`src/rtl/exe_stage_pipe.sv`:
```
// ARM execute stage with EXE/MEM output register.
// Single-cycle ALU/branch path plus an iterative radix-N MUL/MLA unit.
module exe_stage_pipe #(
    parameter int DATA_W    = 32,
    parameter int ADDR_W    = 32,
    parameter int CMD_W     = 4,
    parameter int MUL_RADIX = 4
) (
    input  logic              clk,
    input  logic              rst,
    input  logic              in_valid,
    output logic              in_ready,
    input  logic              freeze,
    input  logic              flush,
    input  logic [ADDR_W-1:0] pc_in,
    input  logic              wb_en_in,
    input  logic              mem_read_in,
    input  logic              mem_write_in,
    input  logic              s_in,
    input  logic              branch_taken_in,
    input  logic              mul_in,
    input  logic              acc_in,
    input  logic [CMD_W-1:0]  exe_cmd_in,
    input  logic [DATA_W-1:0] val_rn,
    input  logic [DATA_W-1:0] val_rm,
    input  logic [DATA_W-1:0] val2_in,
    input  logic [23:0]       imm24,
    input  logic [3:0]        dest_in,
    input  logic [3:0]        status_in,
    output logic              out_valid,
    output logic [ADDR_W-1:0] pc_out,
    output logic              wb_en_out,
    output logic              mem_read_out,
    output logic              mem_write_out,
    output logic [3:0]        dest_out,
    output logic [DATA_W-1:0] alu_res,
    output logic [DATA_W-1:0] st_val,
    output logic [3:0]        status_out,
    output logic              status_we,
    output logic              branch_out,
    output logic [ADDR_W-1:0] branch_addr
);

    localparam int L   = DATA_W / MUL_RADIX;
    localparam int CW  = (L > 1) ? $clog2(L) : 1;
    localparam int MSB = DATA_W - 1;

    localparam logic [CMD_W-1:0] CMD_MOV = CMD_W'(1);
    localparam logic [CMD_W-1:0] CMD_ADD = CMD_W'(2);
    localparam logic [CMD_W-1:0] CMD_ADC = CMD_W'(3);
    localparam logic [CMD_W-1:0] CMD_SUB = CMD_W'(4);
    localparam logic [CMD_W-1:0] CMD_SBC = CMD_W'(5);
    localparam logic [CMD_W-1:0] CMD_AND = CMD_W'(6);
    localparam logic [CMD_W-1:0] CMD_ORR = CMD_W'(7);
    localparam logic [CMD_W-1:0] CMD_EOR = CMD_W'(8);
    localparam logic [CMD_W-1:0] CMD_MVN = CMD_W'(9);

    typedef enum logic {S_IDLE, S_MUL} state_t;

    state_t r_state;
    state_t w_state_nx;

    logic [CW-1:0]     r_cnt;
    logic [DATA_W-1:0] r_mcand;
    logic [DATA_W-1:0] r_mplier;
    logic [DATA_W-1:0] r_macc;
    logic [DATA_W-1:0] r_m_rn;
    logic [DATA_W-1:0] r_m_rm;
    logic              r_m_acc;
    logic              r_m_wb;
    logic              r_m_mr;
    logic              r_m_mw;
    logic              r_m_s;
    logic              r_m_br;
    logic [3:0]        r_m_dest;
    logic [ADDR_W-1:0] r_m_pc;
    logic [ADDR_W-1:0] r_m_baddr;

    logic              r_valid;
    logic [ADDR_W-1:0] r_pc;
    logic              r_wb;
    logic              r_mr;
    logic              r_mw;
    logic [3:0]        r_dest;
    logic [DATA_W-1:0] r_res;
    logic [DATA_W-1:0] r_st;
    logic [3:0]        r_status;
    logic              r_swe;
    logic              r_br;
    logic [ADDR_W-1:0] r_baddr;

    logic              w_accept;
    logic              w_last;
    logic [ADDR_W-1:0] w_off;
    logic [ADDR_W-1:0] w_baddr;
    logic [DATA_W-1:0] w_b;
    logic              w_cin;
    logic              w_arith;
    logic              w_nz_upd;
    logic [DATA_W:0]   w_sum;
    logic [DATA_W-1:0] w_res;
    logic              w_c;
    logic              w_v;
    logic [3:0]        w_flags;
    logic [DATA_W-1:0] w_pp;
    logic [DATA_W-1:0] w_macc_nx;
    logic [DATA_W-1:0] w_mres;
    logic [3:0]        w_mflags;

    assign in_ready = (r_state == S_IDLE) && !freeze;
    assign w_accept = in_valid && in_ready;
    assign w_last   = (r_cnt == CW'(L - 1));

    assign w_off   = {{(ADDR_W-24){imm24[23]}}, imm24};
    assign w_baddr = pc_in + {w_off[ADDR_W-3:0], 2'b00};

    always_comb begin
        w_b      = val2_in;
        w_cin    = 1'b0;
        w_arith  = 1'b0;
        w_nz_upd = 1'b1;
        w_res    = '0;
        w_c      = status_in[1];
        w_v      = status_in[0];
        case (exe_cmd_in)
            CMD_MOV: w_res = val2_in;
            CMD_MVN: w_res = ~val2_in;
            CMD_ADD: w_arith = 1'b1;
            CMD_ADC: begin
                w_arith = 1'b1;
                w_cin   = status_in[1];
            end
            CMD_SUB: begin
                w_arith = 1'b1;
                w_b     = ~val2_in;
                w_cin   = 1'b1;
            end
            CMD_SBC: begin
                w_arith = 1'b1;
                w_b     = ~val2_in;
                w_cin   = status_in[1];
            end
            CMD_AND: w_res = val_rn & val2_in;
            CMD_ORR: w_res = val_rn | val2_in;
            CMD_EOR: w_res = val_rn ^ val2_in;
            default: w_nz_upd = 1'b0;
        endcase
        // subtract is rn + ~v2 + cin, so the carry out is already NOT borrow
        w_sum = {1'b0, val_rn} + {1'b0, w_b} + {{DATA_W{1'b0}}, w_cin};
        if (w_arith) begin
            w_res = w_sum[DATA_W-1:0];
            w_c   = w_sum[DATA_W];
            w_v   = (val_rn[MSB] == w_b[MSB]) && (w_res[MSB] != val_rn[MSB]);
        end
        w_flags = w_nz_upd ? {w_res[MSB], (w_res == '0), w_c, w_v} : status_in;
    end

    always_comb begin
        w_pp = '0;
        for (int i = 0; i < MUL_RADIX; i++) begin
            if (r_mplier[i]) begin
                w_pp = w_pp + (r_mcand << i);
            end
        end
    end

    assign w_macc_nx = r_macc + w_pp;
    assign w_mres    = w_macc_nx + (r_m_acc ? r_m_rn : '0);
    assign w_mflags  = {w_mres[MSB], (w_mres == '0), status_in[1:0]};

    always_ff @(posedge clk) begin
        if (rst) begin
            r_state <= S_IDLE;
        end else begin
            r_state <= w_state_nx;
        end
    end

    always_comb begin
        w_state_nx = r_state;
        if (flush) begin
            w_state_nx = S_IDLE;
        end else if (!freeze) begin
            case (r_state)
                S_IDLE: if (w_accept && mul_in) w_state_nx = S_MUL;
                S_MUL:  if (w_last) w_state_nx = S_IDLE;
                default: w_state_nx = S_IDLE;
            endcase
        end
    end

    always_ff @(posedge clk) begin
        if (rst) begin
            r_cnt     <= '0;
            r_mcand   <= '0;
            r_mplier  <= '0;
            r_macc    <= '0;
            r_m_rn    <= '0;
            r_m_rm    <= '0;
            r_m_acc   <= 1'b0;
            r_m_wb    <= 1'b0;
            r_m_mr    <= 1'b0;
            r_m_mw    <= 1'b0;
            r_m_s     <= 1'b0;
            r_m_br    <= 1'b0;
            r_m_dest  <= '0;
            r_m_pc    <= '0;
            r_m_baddr <= '0;
            r_valid   <= 1'b0;
            r_pc      <= '0;
            r_wb      <= 1'b0;
            r_mr      <= 1'b0;
            r_mw      <= 1'b0;
            r_dest    <= '0;
            r_res     <= '0;
            r_st      <= '0;
            r_status  <= '0;
            r_swe     <= 1'b0;
            r_br      <= 1'b0;
            r_baddr   <= '0;
        end else if (flush) begin
            r_cnt   <= '0;
            r_valid <= 1'b0;
            r_swe   <= 1'b0;
            r_br    <= 1'b0;
        end else if (!freeze) begin
            r_valid <= 1'b0;
            r_swe   <= 1'b0;
            r_br    <= 1'b0;
            if (r_state == S_IDLE) begin
                if (w_accept && !mul_in) begin
                    r_valid  <= 1'b1;
                    r_pc     <= pc_in;
                    r_wb     <= wb_en_in;
                    r_mr     <= mem_read_in;
                    r_mw     <= mem_write_in;
                    r_dest   <= dest_in;
                    r_res    <= w_res;
                    r_st     <= val_rm;
                    r_status <= w_flags;
                    r_swe    <= s_in;
                    r_br     <= branch_taken_in;
                    r_baddr  <= w_baddr;
                end else if (w_accept) begin
                    r_cnt     <= '0;
                    r_macc    <= '0;
                    r_mcand   <= val_rm;
                    r_mplier  <= val2_in;
                    r_m_rn    <= val_rn;
                    r_m_rm    <= val_rm;
                    r_m_acc   <= acc_in;
                    r_m_wb    <= wb_en_in;
                    r_m_mr    <= mem_read_in;
                    r_m_mw    <= mem_write_in;
                    r_m_s     <= s_in;
                    r_m_br    <= branch_taken_in;
                    r_m_dest  <= dest_in;
                    r_m_pc    <= pc_in;
                    r_m_baddr <= w_baddr;
                end
            end else begin
                r_macc   <= w_macc_nx;
                r_mcand  <= r_mcand << MUL_RADIX;
                r_mplier <= r_mplier >> MUL_RADIX;
                r_cnt    <= r_cnt + CW'(1);
                if (w_last) begin
                    r_cnt    <= '0;
                    r_valid  <= 1'b1;
                    r_pc     <= r_m_pc;
                    r_wb     <= r_m_wb;
                    r_mr     <= r_m_mr;
                    r_mw     <= r_m_mw;
                    r_dest   <= r_m_dest;
                    r_res    <= w_mres;
                    r_st     <= r_m_rm;
                    r_status <= w_mflags;
                    r_swe    <= r_m_s;
                    r_br     <= r_m_br;
                    r_baddr  <= r_m_baddr;
                end
            end
        end
    end

    assign out_valid     = r_valid;
    assign pc_out        = r_pc;
    assign wb_en_out     = r_wb;
    assign mem_read_out  = r_mr;
    assign mem_write_out = r_mw;
    assign dest_out      = r_dest;
    assign alu_res       = r_res;
    assign st_val        = r_st;
    assign status_out    = r_status;
    assign status_we     = r_swe;
    assign branch_out    = r_br;
    assign branch_addr   = r_baddr;

endmodule

```
`config.mk`:
```
export PLATFORM = sky130hd
export DESIGN_NAME = exe_stage_pipe
export DESIGN_NICKNAME = d
export VERILOG_FILES = /design/src/rtl/exe_stage_pipe.sv
export SDC_FILE = /design/constraint.sdc
export NUM_CORES = 1
export LEC_CHECK = 0
export ABC_AREA = 1
export CAP_MARGIN = 20
export CORE_MARGIN = 3
export CORE_UTILIZATION = 43
export DETAILED_ROUTE_END_ITERATION = 7
export PLACE_DENSITY = 0.64
export SYNTH_ARGS = -nofsm -noshare
export SYNTH_HDL_FRONTEND = slang
export SYNTH_SLANG_ARGS = --single-unit
```
`constraint.sdc`:
```
create_clock -name clk -period 7.9 [get_ports clk]
set_input_delay 1.58 -clock clk [delete_from_list [all_inputs] [get_ports clk]]
set_output_delay 1.58 -clock clk [all_outputs]
set_load 0.05 [all_outputs]
```
==> results list <==
* Number of filler cells placed in the layout: 6,676
* Share of cells above drive strength 1: 18.0%
- Average instance area after synthesis: 6.47 µm²
- Along the worst hold path, the cell count comes to 2.
* Max Buffers Root-to-Sink: 3
- The final layout contains routed wiring with a total length of 110 mm.
- Of all flip-flops after synthesis, the portion carrying an async set or reset was 0%.
- Type of element launching the critical path: flip-flop
- Worst Path Max Fanout: 11
* Clock sinks: 376
- Least-Margin Pin Slew: 1120 ps
- In this run the static leakage power is 18.7 nW.
* Worst slew slack as a fraction of its limit: 25.2%
- The count of nets left with antenna violations once routing finished came out at 0.
* Unrepaired setup endpoints after global routing: true
- The core region is 68,900 µm².
* Maximum VDD drop: 169 µV
- Hold repair after CTS inserted 0 buffers.
* Clock latency of the later-clocked register in the worst-skew pair: 600 ps
- In this run the number of cells on the critical path is 51.
- The cell sitting at the root of the clock tree is a sky130_fd_sc_hd__clkbuf_16.
- When the netlist entered floorplanning its net count stood at 5,118.
- Worst path arrival time: 8270 ps
- Among all stages on the critical path, the largest delay is contributed by sky130_fd_sc_hd__dfxtp_4.
- The number of different library cells used by synthesis comes to 65.
- Number of vias after detailed routing: 33,359
- After synthesis, the largest area contributor takes up 25.0% of total cell area.
- Post-synthesis cell count: 4,658
- Largest net degree at the start of global routing: 140
- Post-layout nets: 5,758
- At the worst endpoint, the required time is 8440 ps.
- The final max-slew violation count came to 0.
- The floorplan step defined a die boundary enclosing 73,300 µm².
* Clock buffer count from CTS: 43
* Number of top-level pins: 319
- For this design the ratio of total power to cell area is 127 nW/µm².
- First-pass GRT wire length: 170 mm
- The synthesized design contains 0 enable-type register cells.
* Fin Clk Skew: 25.3 ps
- Worst Setup Slack post-DPL: -313 ps
- The initial antenna violation count is 4.
* Netlist area before placement: 30,100 µm²
- For this run, the number of Yosys warnings is 0.
- FF-to-FF path depth: 51
- Detailed-router iteration count before antenna repair: 6
- Post-synthesis sequential area ratio: 25.0%
* Total congestion overflow after global routing: 0
- The area growth from synthesis to layout is 34.5%.
* Critical path buffer and inverter count: 9
- Via count of the first global-routing pass: 31,296
- Most common cell after layout, fill and taps aside: sky130_fd_sc_hd__nand2_1
* Clock period minus final worst setup slack: 7730 ps
* Clock slew at the register clock pins of the worst setup and hold paths: 60 ps
- Most frequent cells in the layout: sky130_fd_sc_hd__nand2_1 (1,204), sky130_fd_sc_hd__buf_4 (473), sky130_fd_sc_hd__inv_1 (412)
* GRT Total Usage: 28.4%
- The worst setup path is of the reg -> reg kind.
- Via count normalized by instance count: 5.33
* Detailed-route DRC error count: 0
- The floorplan step set the die height to 271 µm.
- By area the synthesized netlist is led by sky130_fd_sc_hd__dfxtp_1 (25%), sky130_fd_sc_hd__nand2_1 (16%), sky130_fd_sc_hd__ha_1 (11%).
- Final worst-path cycle share: 97.9%
- The run finished with clean final reports.
- The clock tree synthesis step divided the H-tree into 2 levels.
- The first routing iteration left 2,564 violations.
* Setup total negative slack: 0 ps
- The hold violation count in the final report was 0.
- Max-cap violations: 0
- Broken down by cell family, the worst path's largest delay share belongs to compound AO/OA/AOI/OAI gates.
- STA classifies the critical path endpoint as a flip-flop.
* Initial standard-cell utilization of the core: 43.7%
- The synthesized design contains 376 register bits.
- GP Congestion: 0.946
- DR WL/cell: 17.6 µm
- Final HPWL DP: 83.4 mm
- Among all flip-flop cells after synthesis, the most frequent one is sky130_fd_sc_hd__dfxtp_1.
- Post-synthesis cell type with the largest combined area: sky130_fd_sc_hd__dfxtp_1
* Critical path's most frequent cell: sky130_fd_sc_hd__nand2_1
* Number of port buffers: 318
* Placed Instance Area: 37,000 µm²
- Final setup violating endpoints: 0
* FMAX: 129 MHz
- Width of the die: 271 µm
* Finished layout cell area: 40,500 µm²
- TritonCTS built the clock tree.
* Critical path's largest stage delay: 370 ps
- In the post-route analysis, the smallest setup slack over all paths is 167 ps.
* Placement Rows: 96
- HP Class: reg -> reg
-- through the flow --
step | util [%] | std cells | total power [mW] | hold slack (ps)
after floorplan | - | 4658 | 2.67 | 428
after global placement | 53.7 | 6140 | 3.09 | 449
after detailed placement | 53.7 | 6140 | 3.09 | 452
after CTS | 56.2 | 6218 | 5.17 | 461
after global routing | 58.8 | 6261 | 5.38 | 477
final | 58.8 | 6262 | 5.17 | 462
-- Yosys cell counts (4+ instances only) --
cell type and number:
sky130_fd_sc_hd__and2_1 7, sky130_fd_sc_hd__nand3_2 13, sky130_fd_sc_hd__nor4_1 6, sky130_fd_sc_hd__buf_1 12, sky130_fd_sc_hd__o21a_1 13, sky130_fd_sc_hd__xor2_1 105, sky130_fd_sc_hd__nand4_1 43, sky130_fd_sc_hd__a31oi_1 127
sky130_fd_sc_hd__buf_2 25, sky130_fd_sc_hd__a21o_1 29, sky130_fd_sc_hd__o21ai_1 37, sky130_fd_sc_hd__clkbuf_1 160, sky130_fd_sc_hd__a211oi_1 19, sky130_fd_sc_hd__inv_1 430, sky130_fd_sc_hd__nor2_1 329, sky130_fd_sc_hd__dfxtp_1 376
sky130_fd_sc_hd__xnor2_1 55, sky130_fd_sc_hd__nor3_1 21, sky130_fd_sc_hd__nand2_1 1258, sky130_fd_sc_hd__o21ai_0 415, sky130_fd_sc_hd__o21ai_2 7, sky130_fd_sc_hd__a21oi_2 10, sky130_fd_sc_hd__or2_2 16, sky130_fd_sc_hd__nand3_1 190
sky130_fd_sc_hd__a221oi_1 15, sky130_fd_sc_hd__nand2_2 24, sky130_fd_sc_hd__a21boi_0 7, sky130_fd_sc_hd__nor2_2 4, sky130_fd_sc_hd__inv_2 8, sky130_fd_sc_hd__o221ai_1 7, sky130_fd_sc_hd__o21bai_1 29, sky130_fd_sc_hd__nand2_4 4
sky130_fd_sc_hd__nand3b_1 13, sky130_fd_sc_hd__ha_1 276, sky130_fd_sc_hd__o211ai_1 42, sky130_fd_sc_hd__a21oi_1 469, sky130_fd_sc_hd__fa_1 8
-- metal layers --
metal  GRT usage (%)  part of all wire [%]  vias to the layer above
met5               0                 0.018                        -
met3            4.39                   5.5                      175
met4            7.65                   3.1                        2
li1                -                     -                    16889
met1            38.3                    45                    15479
met2            47.1                    46                      814
-- flip-flops by register name, indices dropped and copies added, names as in the netlist, 3 cells and up --
signal / flops
alu_res: 32
r_m_dest: 4
r_cnt: 3
r_macc: 32
r_m_rm: 32
status_out: 4
r_m_rn: 32
st_val: 32
r_mcand: 32
r_m_baddr: 30
branch_addr: 30
dest_out: 4
pc_out: 32
r_mplier: 32
r_m_pc: 32
-- final cells by class --
cell class	instances	area [µm²]	share of cell area, %
Clock inverter	18	234	0.577
Tap cell	931	1160	2.87
Timing Repair Buffer	801	6900	17.0
Inverter	441	1670	4.12
Sequential cell	376	7540	18.6
Clock buffer	57	1200	2.96
Antenna cell	3	7.51	0.0185
Multi-Input combinational cell	3635	21800	53.8
-- power breakdown --
group	total, mW	switching [mW]	leakage (nW)	internal (mW)
sequential	1.98	0.0328	3.05	1.95
clock	2.07	0.890	0.700	1.18
combinational	1.12	0.703	14.9	0.412
-- timing repair --
| item | in CTS | in global routing |
|---|---|---|
| pin swaps | 19 | 131 |
| gates cloned | 0 | 1 |
| buffers inserted | 3 | 39 |
| hold endpoints to repair | 0 | 0 |
| setup endpoints to repair | 7 | 19 |
| gates resized for setup | 64 | 307 |
-- tightest hold or removal path, cell delays in order, from the launching register on --
cell and delay (ps):
sky130_fd_sc_hd__dfxtp_1 310, sky130_fd_sc_hd__nand2_1 60, sky130_fd_sc_hd__a21oi_1 50
-- worst paths after layout --
kind | start | endpoint | slack [ps]
hold / removal | r_m_rm[19]$_SDFFE_PP0P_ | r_m_rm[19]$_SDFFE_PP0P_ | 460
setup / recovery | r_mplier[0]$_SDFFE_PP0P_ | status_out[2]$_SDFFE_PP0P_ | 170
setup reg to reg | r_mplier[0]$_SDFFE_PP0P_ | status_out[2]$_SDFFE_PP0P_ | 170
hold reg to reg | r_m_rm[19]$_SDFFE_PP0P_ | r_m_rm[19]$_SDFFE_PP0P_ | 460
-- kinds of logic after synthesis --
kind of cell	after synthesis	share of synthesized area, %
multiplexers	1	0.0332
AND/OR/NAND/NOR	1943	26.8
buffers and inverters	647	8.32
XOR/XNOR	162	4.78
flip-flops	376	25.0
AO/OA/AOI/OAI	1245	23.1
adder cells (fa/ha/maj)	284	12.0
Note: power is estimated with default switching activity, not from simulation.
